**src/rtl/imm_gen_pipe.sv**
```systemverilog
// imm_gen_pipe: RV32I/RV64I immediate decoder feeding a DEPTH-entry FIFO.
// Ports: clk, rst (async, active-high), flush, in_valid/in_ready, in_instr,
//   in_pc; out_valid/out_ready, out_instr, out_pc, out_imm, out_fmt,
//   out_illegal, count. Define IMM_GEN_ZICSR_EN for CSR zimm decode (fmt 6).
module imm_gen_pipe #(
  parameter int XLEN  = 32,
  parameter int DEPTH = 4
) (
  input  logic                     clk,
  input  logic                     rst,
  input  logic                     flush,
  input  logic                     in_valid,
  output logic                     in_ready,
  input  logic [31:0]              in_instr,
  input  logic [XLEN-1:0]          in_pc,
  output logic                     out_valid,
  input  logic                     out_ready,
  output logic [31:0]              out_instr,
  output logic [XLEN-1:0]          out_pc,
  output logic [XLEN-1:0]          out_imm,
  output logic [2:0]               out_fmt,
  output logic                     out_illegal,
  output logic [$clog2(DEPTH):0]   count
);

  localparam int AW = $clog2(DEPTH);
  localparam int CW = AW + 1;

  localparam logic [2:0] F_R = 3'd0;
  localparam logic [2:0] F_I = 3'd1;
  localparam logic [2:0] F_S = 3'd2;
  localparam logic [2:0] F_B = 3'd3;
  localparam logic [2:0] F_U = 3'd4;
  localparam logic [2:0] F_J = 3'd5;
`ifdef IMM_GEN_ZICSR_EN
  localparam logic [2:0] F_Z = 3'd6;
`endif
  localparam logic [2:0] F_X = 3'd7;

  localparam logic [6:0] OP_R   = 7'b0110011;
  localparam logic [6:0] OP_IMM = 7'b0010011;
  localparam logic [6:0] OP_LD  = 7'b0000011;
  localparam logic [6:0] OP_JLR = 7'b1100111;
  localparam logic [6:0] OP_ST  = 7'b0100011;
  localparam logic [6:0] OP_BR  = 7'b1100011;
  localparam logic [6:0] OP_LUI = 7'b0110111;
  localparam logic [6:0] OP_AUI = 7'b0010111;
  localparam logic [6:0] OP_JAL = 7'b1101111;
  localparam logic [6:0] OP_SYS = 7'b1110011;

  typedef struct packed {
    logic [31:0]     instr;
    logic [XLEN-1:0] pc;
    logic [XLEN-1:0] imm;
    logic [2:0]      fmt;
    logic            ill;
  } entry_t;

  logic [6:0]         op;
  logic signed [11:0] i12;
  logic signed [11:0] s12;
  logic signed [12:0] b13;
  logic signed [31:0] u32;
  logic signed [20:0] j21;
  logic [XLEN-1:0]    d_imm;
  logic [2:0]         d_fmt;
  entry_t             ent;

  // Opcode bits [1:0] are part of every match, so a non-32-bit
  // encoding falls through to the illegal default.
  assign op  = in_instr[6:0];
  assign i12 = in_instr[31:20];
  assign s12 = {in_instr[31:25], in_instr[11:7]};
  assign b13 = {in_instr[31], in_instr[7],
                in_instr[30:25], in_instr[11:8], 1'b0};
  assign u32 = {in_instr[31:12], 12'b0};
  assign j21 = {in_instr[31], in_instr[19:12],
                in_instr[20], in_instr[30:21], 1'b0};

  always_comb begin
    d_fmt = F_X;
    d_imm = '0;
    unique case (1'b1)
      (op == OP_R): begin
        d_fmt = F_R;
      end
      (op == OP_IMM) || (op == OP_LD) || (op == OP_JLR): begin
        d_fmt = F_I;
        d_imm = XLEN'(i12);
      end
      (op == OP_ST): begin
        d_fmt = F_S;
        d_imm = XLEN'(s12);
      end
      (op == OP_BR): begin
        d_fmt = F_B;
        d_imm = XLEN'(b13);
      end
      (op == OP_LUI) || (op == OP_AUI): begin
        d_fmt = F_U;
        d_imm = XLEN'(u32);
      end
      (op == OP_JAL): begin
        d_fmt = F_J;
        d_imm = XLEN'(j21);
      end
`ifdef IMM_GEN_ZICSR_EN
      (op == OP_SYS) && in_instr[14]: begin
        d_fmt = F_Z;
        d_imm = XLEN'(in_instr[19:15]);
      end
      (op == OP_SYS) && !in_instr[14]: begin
        d_fmt = F_I;
        d_imm = XLEN'(i12);
      end
`else
      (op == OP_SYS): begin
        d_fmt = F_I;
        d_imm = XLEN'(i12);
      end
`endif
      default: begin
        d_fmt = F_X;
        d_imm = '0;
      end
    endcase
  end

  assign ent.instr = in_instr;
  assign ent.pc    = in_pc;
  assign ent.imm   = d_imm;
  assign ent.fmt   = d_fmt;
  assign ent.ill   = (d_fmt == F_X);

  entry_t          mem [DEPTH];
  entry_t          head;
  logic [AW-1:0]   wp;
  logic [AW-1:0]   rp;
  logic [CW-1:0]   cnt;
  logic [CW-1:0]   cnt_nxt;
  logic            rdy;
  logic            push;
  logic            pop;

  assign push    = in_valid && rdy;
  assign pop     = out_valid && out_ready;
  assign cnt_nxt = cnt + CW'(push) - CW'(pop);

  always_ff @(posedge clk or posedge rst) begin
    if (rst) begin
      wp  <= '0;
      rp  <= '0;
      cnt <= '0;
      rdy <= 1'b0;
    end else if (flush) begin
      wp  <= '0;
      rp  <= '0;
      cnt <= '0;
      rdy <= 1'b1;
    end else begin
      wp  <= wp + AW'(push);
      rp  <= rp + AW'(pop);
      cnt <= cnt_nxt;
      rdy <= (cnt_nxt < CW'(DEPTH));
    end
  end

  // Payload storage needs no reset: it is only visible through
  // the count-gated output muxes below.
  always_ff @(posedge clk) begin
    if (push && !flush) mem[wp] <= ent;
  end

  assign head        = mem[rp];
  assign in_ready    = rdy;
  assign count       = cnt;
  assign out_valid   = (cnt != '0);
  assign out_instr   = out_valid ? head.instr : '0;
  assign out_pc      = out_valid ? head.pc    : '0;
  assign out_imm     = out_valid ? head.imm   : '0;
  assign out_fmt     = out_valid ? head.fmt   : '0;
  assign out_illegal = out_valid ? head.ill   : 1'b0;

endmodule

```
**config.mk**
```make
export PLATFORM = sky130hd
export DESIGN_NAME = imm_gen_pipe
export DESIGN_NICKNAME = d
export VERILOG_FILES = /design/src/rtl/imm_gen_pipe.sv
export SDC_FILE = /design/constraint.sdc
export NUM_CORES = 1
export LEC_CHECK = 0
export CAP_MARGIN = 10
export CORE_ASPECT_RATIO = 0.7
export CORE_MARGIN = 2
export CORE_UTILIZATION = 46
export DETAILED_ROUTE_END_ITERATION = 10
export GPL_TIMING_DRIVEN = 0
export PLACE_DENSITY = 0.73
export SETUP_SLACK_MARGIN = 0.4
export SLEW_MARGIN = 10
export SYNTH_ARGS = -nofsm -noshare
export SYNTH_HDL_FRONTEND = slang
export SYNTH_SLANG_ARGS = --single-unit
```
**constraint.sdc**
```tcl
create_clock -name clk -period 13.3 [get_ports clk]
set_input_delay 1.995 -clock clk [delete_from_list [all_inputs] [get_ports clk]]
set_output_delay 1.995 -clock clk [all_outputs]
set_load 0.02 [all_outputs]
```
==> reports/qor.csv, run 1 <==
stage,metric,value,unit
job,drv_cap,0,
clock_network,clkTransAtPathRegs,0.06,ns
power_and_ir_drop,leakage,6.745,nW
timing,period_minus_slack,5.322,ns
logic_synthesis,synthArstFlopShare,1.961,%
timing,report.final.slew_viol_count,0,
global_route,grt_usage,18.91,%
power_and_ir_drop,seq_power_share,39.3,%
setup_path,slowest_stage,clkbuf_1,
placed_design,place_inst,1451,
floorplan,die_x,228.7,um
clock_network,cts_tree,done,
logic_synthesis,synthTopCellsByArea,"edfxtp_1 (74%), mux4_2 (14%), and2_1 (4.0%)",
min_path,hold_path.class,reg2reg,
logic_synthesis,syn_area,16250,sq um
power_and_ir_drop,total_power,3.818,mW
clock_network,clockRootBuffer,clkbuf_16,
floorplan,die-area,36880,sq um
cells_and_area,drive_gt1_share,21.30,%
global_route,overflow,0,
global_route,grt_pass1_vias,8497,
routing,detail-route-antenna-nets,0,
power_and_ir_drop,p_sw,1.098,mW
timing,max_freq,0.1879,GHz
floorplan,die_h,161.3,um
timing,relSlewSlack,21.22,%
clock_network,cts.sinks,408,
cells_and_area,layoutNonFillerInstCount,1520,
placed_design,finalWeightedCongestion,0.8238,
routing,postRouteWirelength,34.27,mm
timing,hold_violations,0,
setup_path,crit_chain,or3_1 > clkbuf_1 > clkbuf_1 > and2_1 > clkdlybuf4s50_1,
routing,vias,8183,
setup_path,cp_slowest_stage_delay,0.64,ns
logic_synthesis,avgSynthCellArea,21.05,sq um
clock_network,h-tree-depth,2,
logic_synthesis,yosysTopAreaCell,edfxtp_1,
routing,drt_first_pass_iters,5,
placed_design,place_area,19040,sq um
clock_network,post_cts_buffers,0,
power_and_ir_drop,pwr_density_cell,188.7,nW/um^2
floorplan,io_pins,174,
routing,drc,0,
clock_network,clock_latency,0.53,ns
cells_and_area,nets,1095,
power_and_ir_drop,p_clk_share,27.6,%
timing,rsz0062_at_grt,no,
logic_synthesis,synthFlopType,edfxtp_1,
cells_and_area,syn2layout_area_growth,24.51,%
timing,skew,0.01362,ns
clock_network,clockBufferDepth,3,
cells_and_area,seq_area,12210,sq um
timing,setup_viol,0,
power_and_ir_drop,p_int,2.719,mW
routing,post_drt_wl_per_cell,22.55,um
logic_synthesis,yosysWarningCount,0,
logic_synthesis,ys_seq_elements,408,
routing,vias_per_cell,5.384,
cells_and_area,fillerInstances,2605,
timing,tightest_slew,1.171,ns
cells_and_area,fin_area,20240,sq um
routing,drtIter0Drc,555,
timing,final.setup.tns,0,ns
setup_path,start_kind,flip-flop,
run_status,outcome,"complete, no violations",
setup_path,path_common_cell,clkbuf_1,
global_route,antenna_found_initial,1,
cells_and_area,fin_util,58.27,%
placed_design,hpwlAfterDp,23.53,mm
placed_design,post-place-ws,8.469,ns
logic_synthesis,synth_top_area_share,73.90,%
power_and_ir_drop,p_sw_share,28.77,%
setup_path,crit_required,11.31,ns
setup_path,cp-end-kind,output pin,
floorplan,start_util,46.80,%
power_and_ir_drop,combPwrFrac,33.1,%
cells_and_area,multi_input_area,3672,sq um
floorplan,std_cell_rows,57,
timing,whs,0.6463,ns
logic_synthesis,synth_nets,846,
logic_synthesis,synthCells,772,
timing,fin_crit_sh,40.01,%
logic_synthesis,synth_commonest_cells,"edfxtp_1 (400), and2_1 (103), mux4_2 (100), a21o_1 (19), buf_2 (15)",
setup_path,r2r_cells,10,
logic_synthesis,synth_edf_count,400,
power_and_ir_drop,peakVddDrop,101.0,uV
setup_path,path_class,reg2out,
clock_network,cts_hold_buf,0,
timing,worst_slack,7.978,ns
logic_synthesis,synth.most_common_cell,edfxtp_1,
min_path,holdPathStages,2,
setup_path,crit_fanout,10,
logic_synthesis,synth_cell_types,41,
clock_network,cts_buffers,40,
floorplan,core_area,34730,sq um
clock_network,cts-resized-gates,0,
placed_design,port_buffers,172,
setup_path,worst_ep_arrival_time,3.33,ns
global_route,grt_pass1_wl,52.08,mm
logic_synthesis,synth.yosys.seq_area_share,75.13,%
global_route,grt_max_degree,41,
## power by group through the flow
| stage | Clock (mW) | Combinational (mW) | Sequential, mW |
|---|---|---|---|
| after floorplan | 0 | 0.743 | 1.54 |
| after global placement | 0 | 1.26 | 1.56 |
| after detailed placement | 0 | 1.29 | 1.53 |
| after CTS | 1.08 | 1.29 | 1.50 |
| after global routing | 1.13 | 1.35 | 1.51 |
| final | 1.05 | 1.26 | 1.50 |
## layout by cell type (no fill, tap or decap), types with 13 or more instances in the layout
| cell type | synthesis | routed |
|---|---|---|
| a21o_1 | 19 | 19 |
| and2_1 | 103 | 103 |
| buf_2 | 15 | 18 |
| buf_4 | 3 | 15 |
| buf_6 | 2 | 13 |
| clkbuf_1 | 14 | 22 |
| clkbuf_16 | 0 | 41 |
| clkdlybuf4s50_1 | 0 | 172 |
| edfxtp_1 | 400 | 400 |
| mux4_2 | 100 | 100 |
## area by class of cell
| type | instances | area share [%] |
|---|---|---|
| inverter | 8 | 0.1484 |
| clock inverter | 19 | 0.7048 |
| buffer | 44 | 1.842 |
| clock buffer | 49 | 5.218 |
| antenna | 1 | 0.01237 |
| tap | 472 | 2.918 |
| timing repair buffer | 207 | 10.67 |
| sequential | 408 | 60.34 |
| multi-input combinational | 312 | 18.15 |
## metal layers
layer | wire [um] | share of wire, % | global-route usage [%]
met2 | 16160 | 47 | 29.81
met4 | 702 | 2.0 | 5.258
met5 | 0 | 0 | 0
met3 | 2151 | 6.3 | 3.902
met1 | 15260 | 45 | 27.11
## critical path, delay by kind of cell, from the launching register on
kind / cells / cell delay, ns
simple gates: 2 / 0.57
flops: 1 / 0.45
buf+inv: 3 / 1.80
## path summary, 6_finish.rpt
check	from	to	slack (ns)
setup / recovery	count[1]	out_imm[23]	7.98
hold / removal	rp[0]	rp[0]	0.65
setup reg to reg	count[1]	in_ready	10.13
hold reg to reg	rp[0]	rp[0]	0.65
max in group asynchronous	rst	count[0]	11.28
min in group asynchronous	rst	in_ready	1.76
## cells by family after synthesis
logic type	count (synthesis)	synth area share, %
DFF	408	75.13
and+or+nand+nor	154	5.804
muxes	100	13.86
buffers and inverters	52	2.479
AOI/OAI and AO/OA	48	2.025
xor gates and xnor gates	5	0.2695
adders and majority gates	5	0.4311
## flip-flops by register name (all words and copies together) (netlist names)
register	cells
count	3
in_ready	1
mem	400
wp	2
rp	2
(Power assumes the default switching activity.)
==> run 2: changes to the inputs <==
--- a/config.mk
+++ b/config.mk
@@ -11,7 +11,7 @@
 export CORE_UTILIZATION = 46
 export DETAILED_ROUTE_END_ITERATION = 10
 export GPL_TIMING_DRIVEN = 0
-export PLACE_DENSITY = 0.73
+export PLACE_DENSITY = 0.76
 export SETUP_SLACK_MARGIN = 0.4
 export SLEW_MARGIN = 10
 export SYNTH_ARGS = -nofsm -noshare
==> constraint.sdc (replaced) <==
create_clock -name clk -period 4.8 [get_ports clk]
set_input_delay 0.72 -clock clk [delete_from_list [all_inputs] [get_ports clk]]
set_output_delay 0.72 -clock clk [all_outputs]
set_load 0.02 [all_outputs]
==> run 2 against run 1 <==
Critical path type unchanged. Critical endpoint is now out_instr[6]. Sequential share of layout area down 0.13 points. Worst hold slack worse by 0.25 ns. Worst setup slack worse by 7.3 ns. Largest cell class unchanged. Core utilization up 0.13 points. Final area up 0.22%.
==> reports/qor.csv, run 2 (synthesis results as in run 1) <==
stage,metric,value,unit,change
cells_and_area,diodes,0,,-1
routing,vias_per_cell,5.461,,+1.4%
routing,post_drt_wl_per_cell,23.02,um,+2.1%
floorplan,start_util,46.80,%,unchanged
min_path,hold_path.class,in2reg,,
clock_network,post_cts_buffers,0,,unchanged
global_route,antenna_found_initial,1,,unchanged
routing,postRouteWirelength,34.83,mm,+1.6%
power_and_ir_drop,combPwrFrac,32.8,%,-0.3 points
setup_path,startpoint,count[1],,
cells_and_area,final_cell_mix,"edfxtp_1 (400), clkdlybuf4s50_1 (172), and2_1 (103)",,
power_and_ir_drop,pwr_density_cell,530.7,nW/um^2,+180%
global_route,grt_pass1_wl,52.61,mm,+1.0%
setup_path,path_class,reg2out,,
routing,vias,8263,,+0.98%
global_route,grt_usage,19.11,%,+0.21 points
power_and_ir_drop,p_sw_share,28.89,%,+0.12 points
global_route,met3_usage,3.778,%,-0.12 points
routing,drc,0,,unchanged
clock_network,cts_tree,done,,
global_route,grt_pass1_vias,8604,,+1.3%
placed_design,hpwlAfterDp,23.11,mm,-1.8%
placed_design,post-place-ws,1.048,ns,-7.422 ns
setup_path,crit_fanout,10,,unchanged
floorplan,die-area,36880,sq um,unchanged
setup_path,rrSetupSlack,1.54,ns,-8.59 ns
run_status,outcome,"complete, no violations",,
clock_network,clock_latency,0.54,ns,about the same
timing,fin_crit_sh,86.83,%,
global_route,met1_usage,27.31,%,+0.20 points
global_route,grt_max_degree,38,,-7.3%
timing,tightest_slew,1.061,ns,-0.1097 ns
clock_network,cts.sinks,408,,unchanged
setup_path,cp-end-kind,output pin,,
setup_path,r2r-end,in_ready,,
placed_design,finalWeightedCongestion,0.8080,,-1.9%
setup_path,crit_required,4.08,ns,-7.23 ns
floorplan,die_x,228.7,um,unchanged
floorplan,die_h,161.3,um,unchanged
clock_network,cts_buffers,40,,unchanged
global_route,grt_util_met2,30.73,%,+0.91 points
routing,detail-route-antenna-nets,0,,unchanged
cells_and_area,drive_gt1_share,21.33,%,+0.027 points
timing,worst_slack,0.6320,ns,-7.346 ns
timing,report.final.slew_viol_count,0,,unchanged
power_and_ir_drop,p_int,7.653,mW,+180%
timing,period_minus_slack,4.168,ns,
timing,relSlewSlack,28.60,%,+7.4 points
clock_network,clockRootBuffer,clkbuf_16,,
job,drv_cap,0,,unchanged
setup_path,worstSetupEndpoint,out_instr[6],,
clock_network,cts-resized-gates,0,,unchanged
clock_network,clockBufferDepth,3,,unchanged
global_route,busiest_layer,met2,,
timing,rsz0062_at_grt,no,,
cells_and_area,top_register,mem,,
cells_and_area,largest_reg_flops,400,,unchanged
floorplan,core_area,34730,sq um,unchanged
setup_path,r2r_start,count[1],,
timing,hold_violations,0,,unchanged
power_and_ir_drop,leakage,6.739,nW,about the same
clock_network,clkTransAtPathRegs,0.07,ns,about the same
power_and_ir_drop,seq_power_share,38.7,%,-0.6 points
routing,drt_first_pass_iters,5,,unchanged
power_and_ir_drop,p_clk_share,28.6,%,+1.0 points
routing,drtIter0Drc,737,,+33%
cells_and_area,nets,1085,,-0.91%
power_and_ir_drop,peakVddDrop,265.8,uV,+160%
power_and_ir_drop,p_sw,3.109,mW,+180%
setup_path,worst_ep_arrival_time,3.45,ns,+0.12 ns
timing,skew,0.01498,ns,+0.001356 ns
timing,max_freq,0.2399,GHz,
placed_design,port_buffers,172,,unchanged
clock_network,h-tree-depth,2,,unchanged
timing,setup_viol,0,,unchanged
timing,final.setup.tns,0,ns,unchanged
cells_and_area,final_common_cell,edfxtp_1,,
global_route,overflow,0,,unchanged
cells_and_area,syn2layout_area_growth,24.78,%,
setup_path,r2r_cells,10,,unchanged
clock_network,cts_hold_buf,0,,unchanged
floorplan,io_pins,174,,unchanged
floorplan,std_cell_rows,57,,unchanged
setup_path,start_kind,flip-flop,,
run 2: worst max-delay path, stage by stage, from the launching register on:
cell and delay, ns:
dfrtp_1 0.43, or3_1 0.36, clkbuf_1 0.67, clkbuf_1 0.51, and2_1 0.30, clkdlybuf4s50_1 0.63
run 2: how the worst min path moves through the flow:
stage / slack (ns) / from / cells past startpoint / end
2_1_floorplan: 0.54 / rst / 1 / count[0]
6_report: 0.40 / flush / 2 / count[1]
5_1_grt: 0.38 / flush / 2 / count[1]
4_1_cts: 0.36 / flush / 2 / count[1]
3_5_place_dp: 0.64 / rp[0] / 2 / rp[0]
3_3_place_gp: 0.62 / rp[0] / 2 / rp[0]
run 2: power groups by stage:
stage / Sequential, mW / Clock, mW / Combinational, mW
finish: 4.16 / 3.08 / 3.52
detailed placement: 4.24 / 0 / 3.59
global route: 4.17 / 3.28 / 3.75
floorplan: 4.25 / 0 / 2.07
global placement: 4.26 / 0 / 3.51
CTS: 4.16 / 3.14 / 3.60
run 2: area by class of cell:
cell class                      count  area, sq um
Clock buffer                       49         1056
Timing Repair Buffer              197         2082
Multi-Input combinational cell    312         3697
Inverter                            8        30.03
Sequential cell                   408        12210
Tap cell                          472        590.6
Clock inverter                     23        219.0
Fill cell                        2582        14450
Buffer                             44        394.1
run 2: metrics by stage:
step | instance area, sq um | cells | utilization, % | power, mW | hold WS (ns)
floorplan | 16320 | 772 | - | 6.318 | 0.5357
global placement | 18640 | 1416 | 53.65 | 7.767 | 0.6236
detailed placement | 19010 | 1441 | 54.72 | 7.825 | 0.6393
CTS | 20280 | 1513 | 58.39 | 10.91 | 0.3640
global route | 20280 | 1513 | 58.39 | 11.20 | 0.3812
finish | 20280 | 1513 | 58.39 | 10.76 | 0.3954
run 2: layer usage:
metal	share of wire [%]	vias to the layer above
met1	43	4354
li1	-	3610
met3	6.8	47
met2	48	250
met4	1.7	2
met5	0.037	-
==> run 3: changes to the inputs <==
--- a/config.mk
+++ b/config.mk
@@ -6,7 +6,7 @@
 export NUM_CORES = 1
 export LEC_CHECK = 0
 export CAP_MARGIN = 10
-export CORE_ASPECT_RATIO = 0.7
+export CORE_ASPECT_RATIO = 1.2
 export CORE_MARGIN = 2
 export CORE_UTILIZATION = 46
 export DETAILED_ROUTE_END_ITERATION = 10
==> run 3 against run 2 <==
Fmax up 9.1%. Critical endpoint is now out_instr[9]. Sequential power is essentially flat. Highest routed layer is now met4. Sequential cell count unchanged. Largest power group unchanged. Cell count fell by 0.40%. Non-clock buffer count grew 2. Largest cell class unchanged. Global-route usage decreased by 0.70 points.
==> reports/qor.csv, run 3 (synthesis results as in run 1) <==
stage,metric,value,unit,change
setup_path,cp-end-kind,output pin,,
floorplan,core_area,34910,sq um,+0.51%
setup_path,path_class,reg2out,,
routing,vias_per_cell,5.367,,-1.7%
timing,max_freq,0.2617,GHz,+9.1%
global_route,overflow,0,,unchanged
run_status,outcome,"complete, no violations",,
clock_network,cts_tree,done,,
cells_and_area,final_cell_mix,"edfxtp_1 (400), clkdlybuf4s50_1 (172), and2_1 (103)",,
setup_path,slowest_stage,clkdlybuf4s50_1,,
timing,report.final.slew_viol_count,0,,unchanged
routing,vias,8088,,-2.1%
global_route,antenna_found_initial,0,,-1
cells_and_area,top_register,mem,,
clock_network,clkTransAtPathRegs,0.06,ns,about the same
cells_and_area,fin_util,58.28,%,-0.11 points
placed_design,port_buffers,172,,unchanged
timing,worst_slack,0.9787,ns,+0.3468 ns
setup_path,crit_required,4.08,ns,about the same
cells_and_area,largest_reg_flops,400,,unchanged
placed_design,post-place-ws,1.404,ns,+0.3559 ns
routing,drtIter0Drc,620,,-16%
timing,period_minus_slack,3.821,ns,-0.3468 ns
timing,whs,0.4103,ns,+0.01486 ns
clock_network,clockBufferDepth,3,,unchanged
setup_path,path_common_cell,clkbuf_1,,
clock_network,clockRootBuffer,clkbuf_16,,
timing,setup_viol,0,,unchanged
global_route,grt_pass1_wl,50.38,mm,-4.2%
cells_and_area,final_common_cell,edfxtp_1,,
power_and_ir_drop,leakage,6.771,nW,+0.48%
cells_and_area,nets,1089,,+0.37%
routing,postRouteWirelength,33.51,mm,-3.8%
clock_network,cts.sinks,408,,unchanged
cells_and_area,diodes,0,,unchanged
floorplan,die-area,36860,sq um,about the same
routing,drt_first_pass_iters,6,,+1
floorplan,std_cell_rows,75,,+32%
cells_and_area,drive_gt1_share,21.34,%,about the same
placed_design,finalWeightedCongestion,0.7750,,-4.1%
routing,post_drt_wl_per_cell,22.23,um,-3.4%
floorplan,die_x,175.6,um,-23%
clock_network,post_cts_buffers,0,,unchanged
cells_and_area,syn2layout_area_growth,25.17,%,
power_and_ir_drop,pwr_density_cell,529.7,nW/um^2,-0.19%
clock_network,cts-resized-gates,0,,unchanged
placed_design,place_area,19030,sq um,+0.11%
cells_and_area,fin_area,20340,sq um,+0.31%
cells_and_area,fillerInstances,2589,,+0.27%
timing,fin_crit_sh,79.61,%,-7.2 points
timing,skew,0.01141,ns,-0.003569 ns
cells_and_area,multi_input_area,3697,sq um,unchanged
global_route,grt_usage,18.41,%,-0.70 points
setup_path,cp_slowest_stage_delay,0.63,ns,-0.04 ns
timing,relSlewSlack,26.86,%,-1.7 points
global_route,grt_pass1_vias,8416,,-2.2%
setup_path,start_kind,flip-flop,,
clock_network,clock_latency,0.53,ns,about the same
floorplan,die_h,209.9,um,+30%
setup_path,worst_ep_arrival_time,3.10,ns,-0.35 ns
timing,tightest_slew,1.087,ns,+0.02578 ns
cells_and_area,layoutNonFillerInstCount,1507,,-0.40%
global_route,grt_max_degree,42,,+11%
routing,drc,0,,unchanged
floorplan,io_pins,174,,unchanged
clock_network,cts_hold_buf,0,,unchanged
timing,hold_violations,0,,unchanged
clock_network,cts_buffers,42,,+5.0%
routing,detail-route-antenna-nets,0,,unchanged
setup_path,crit_chain,or3_1 > clkbuf_1 > clkbuf_1 > and2_1 > clkdlybuf4s50_1,,
setup_path,crit_fanout,10,,unchanged
job,drv_cap,0,,unchanged
timing,rsz0062_at_grt,no,,
cells_and_area,seq_area,12210,sq um,unchanged
min_path,hold_path.class,in2reg,,
placed_design,place_inst,1433,,-0.56%
placed_design,hpwlAfterDp,22.52,mm,-2.6%
clock_network,h-tree-depth,2,,unchanged
floorplan,start_util,46.56,%,-0.24 points
power_and_ir_drop,peakVddDrop,412.2,uV,+55%
-- run 3: per-stage QoR --
stage / TNS [ns] / power, mW
6_report: 0 / 10.78
5_1_grt: 0 / 11.23
4_1_cts: 0 / 10.94
3_5_place_dp: 0 / 7.806
3_3_place_gp: -889.76 / 7.745
2_1_floorplan: 0 / 6.318
-- run 3: where the power goes --
part           switching (mW)  internal [mW]
logic                    1.73           1.77
clock network            1.26           1.85
registers              0.0554           4.11
total                    3.05           7.73
-- run 3: path summary, 6_finish.rpt --
kind / depth (start not counted) / slack [ns] / startpoint / to
min in group asynchronous: 2 / 0.45 / rst / wp[0]
max in group asynchronous: 2 / 4.10 / rst / count[1]
worst max register to register: 10 / 1.76 / count[1] / in_ready
worst min-delay path: 2 / 0.41 / flush / wp[1]
worst min register to register: 2 / 0.65 / rp[0] / rp[0]
worst max-delay path: 5 / 0.98 / count[1] / out_instr[9]
-- run 3: final cells by class --
class                           count  area share (%)
Buffer                             44           1.937
Tap cell                          462           2.841
Multi-Input combinational cell    312           18.17
Sequential cell                   408           60.02
Timing Repair Buffer              199           10.40
Clock buffer                       52           5.455
Inverter                            8          0.1476
Clock inverter                     22           1.021
-- run 3: critical path, delay by kind of cell (launching register included) --
kind	cells	cell delay [ns]
DFF	1	0.42
and+or+nand+nor	2	0.50
buffers and inverters	3	1.65
-- run 3: layer usage --
| metal | routed length (um) | GRT usage [%] | vias to the layer above |
|---|---|---|---|
| li1 | - | - | 3618 |
| met1 | 13540 | 23.63 | 4187 |
| met2 | 17660 | 32.23 | 233 |
| met3 | 1586 | 3.351 | 50 |
| met4 | 713 | 5.301 | 0 |
| met5 | 0 | 0 | - |
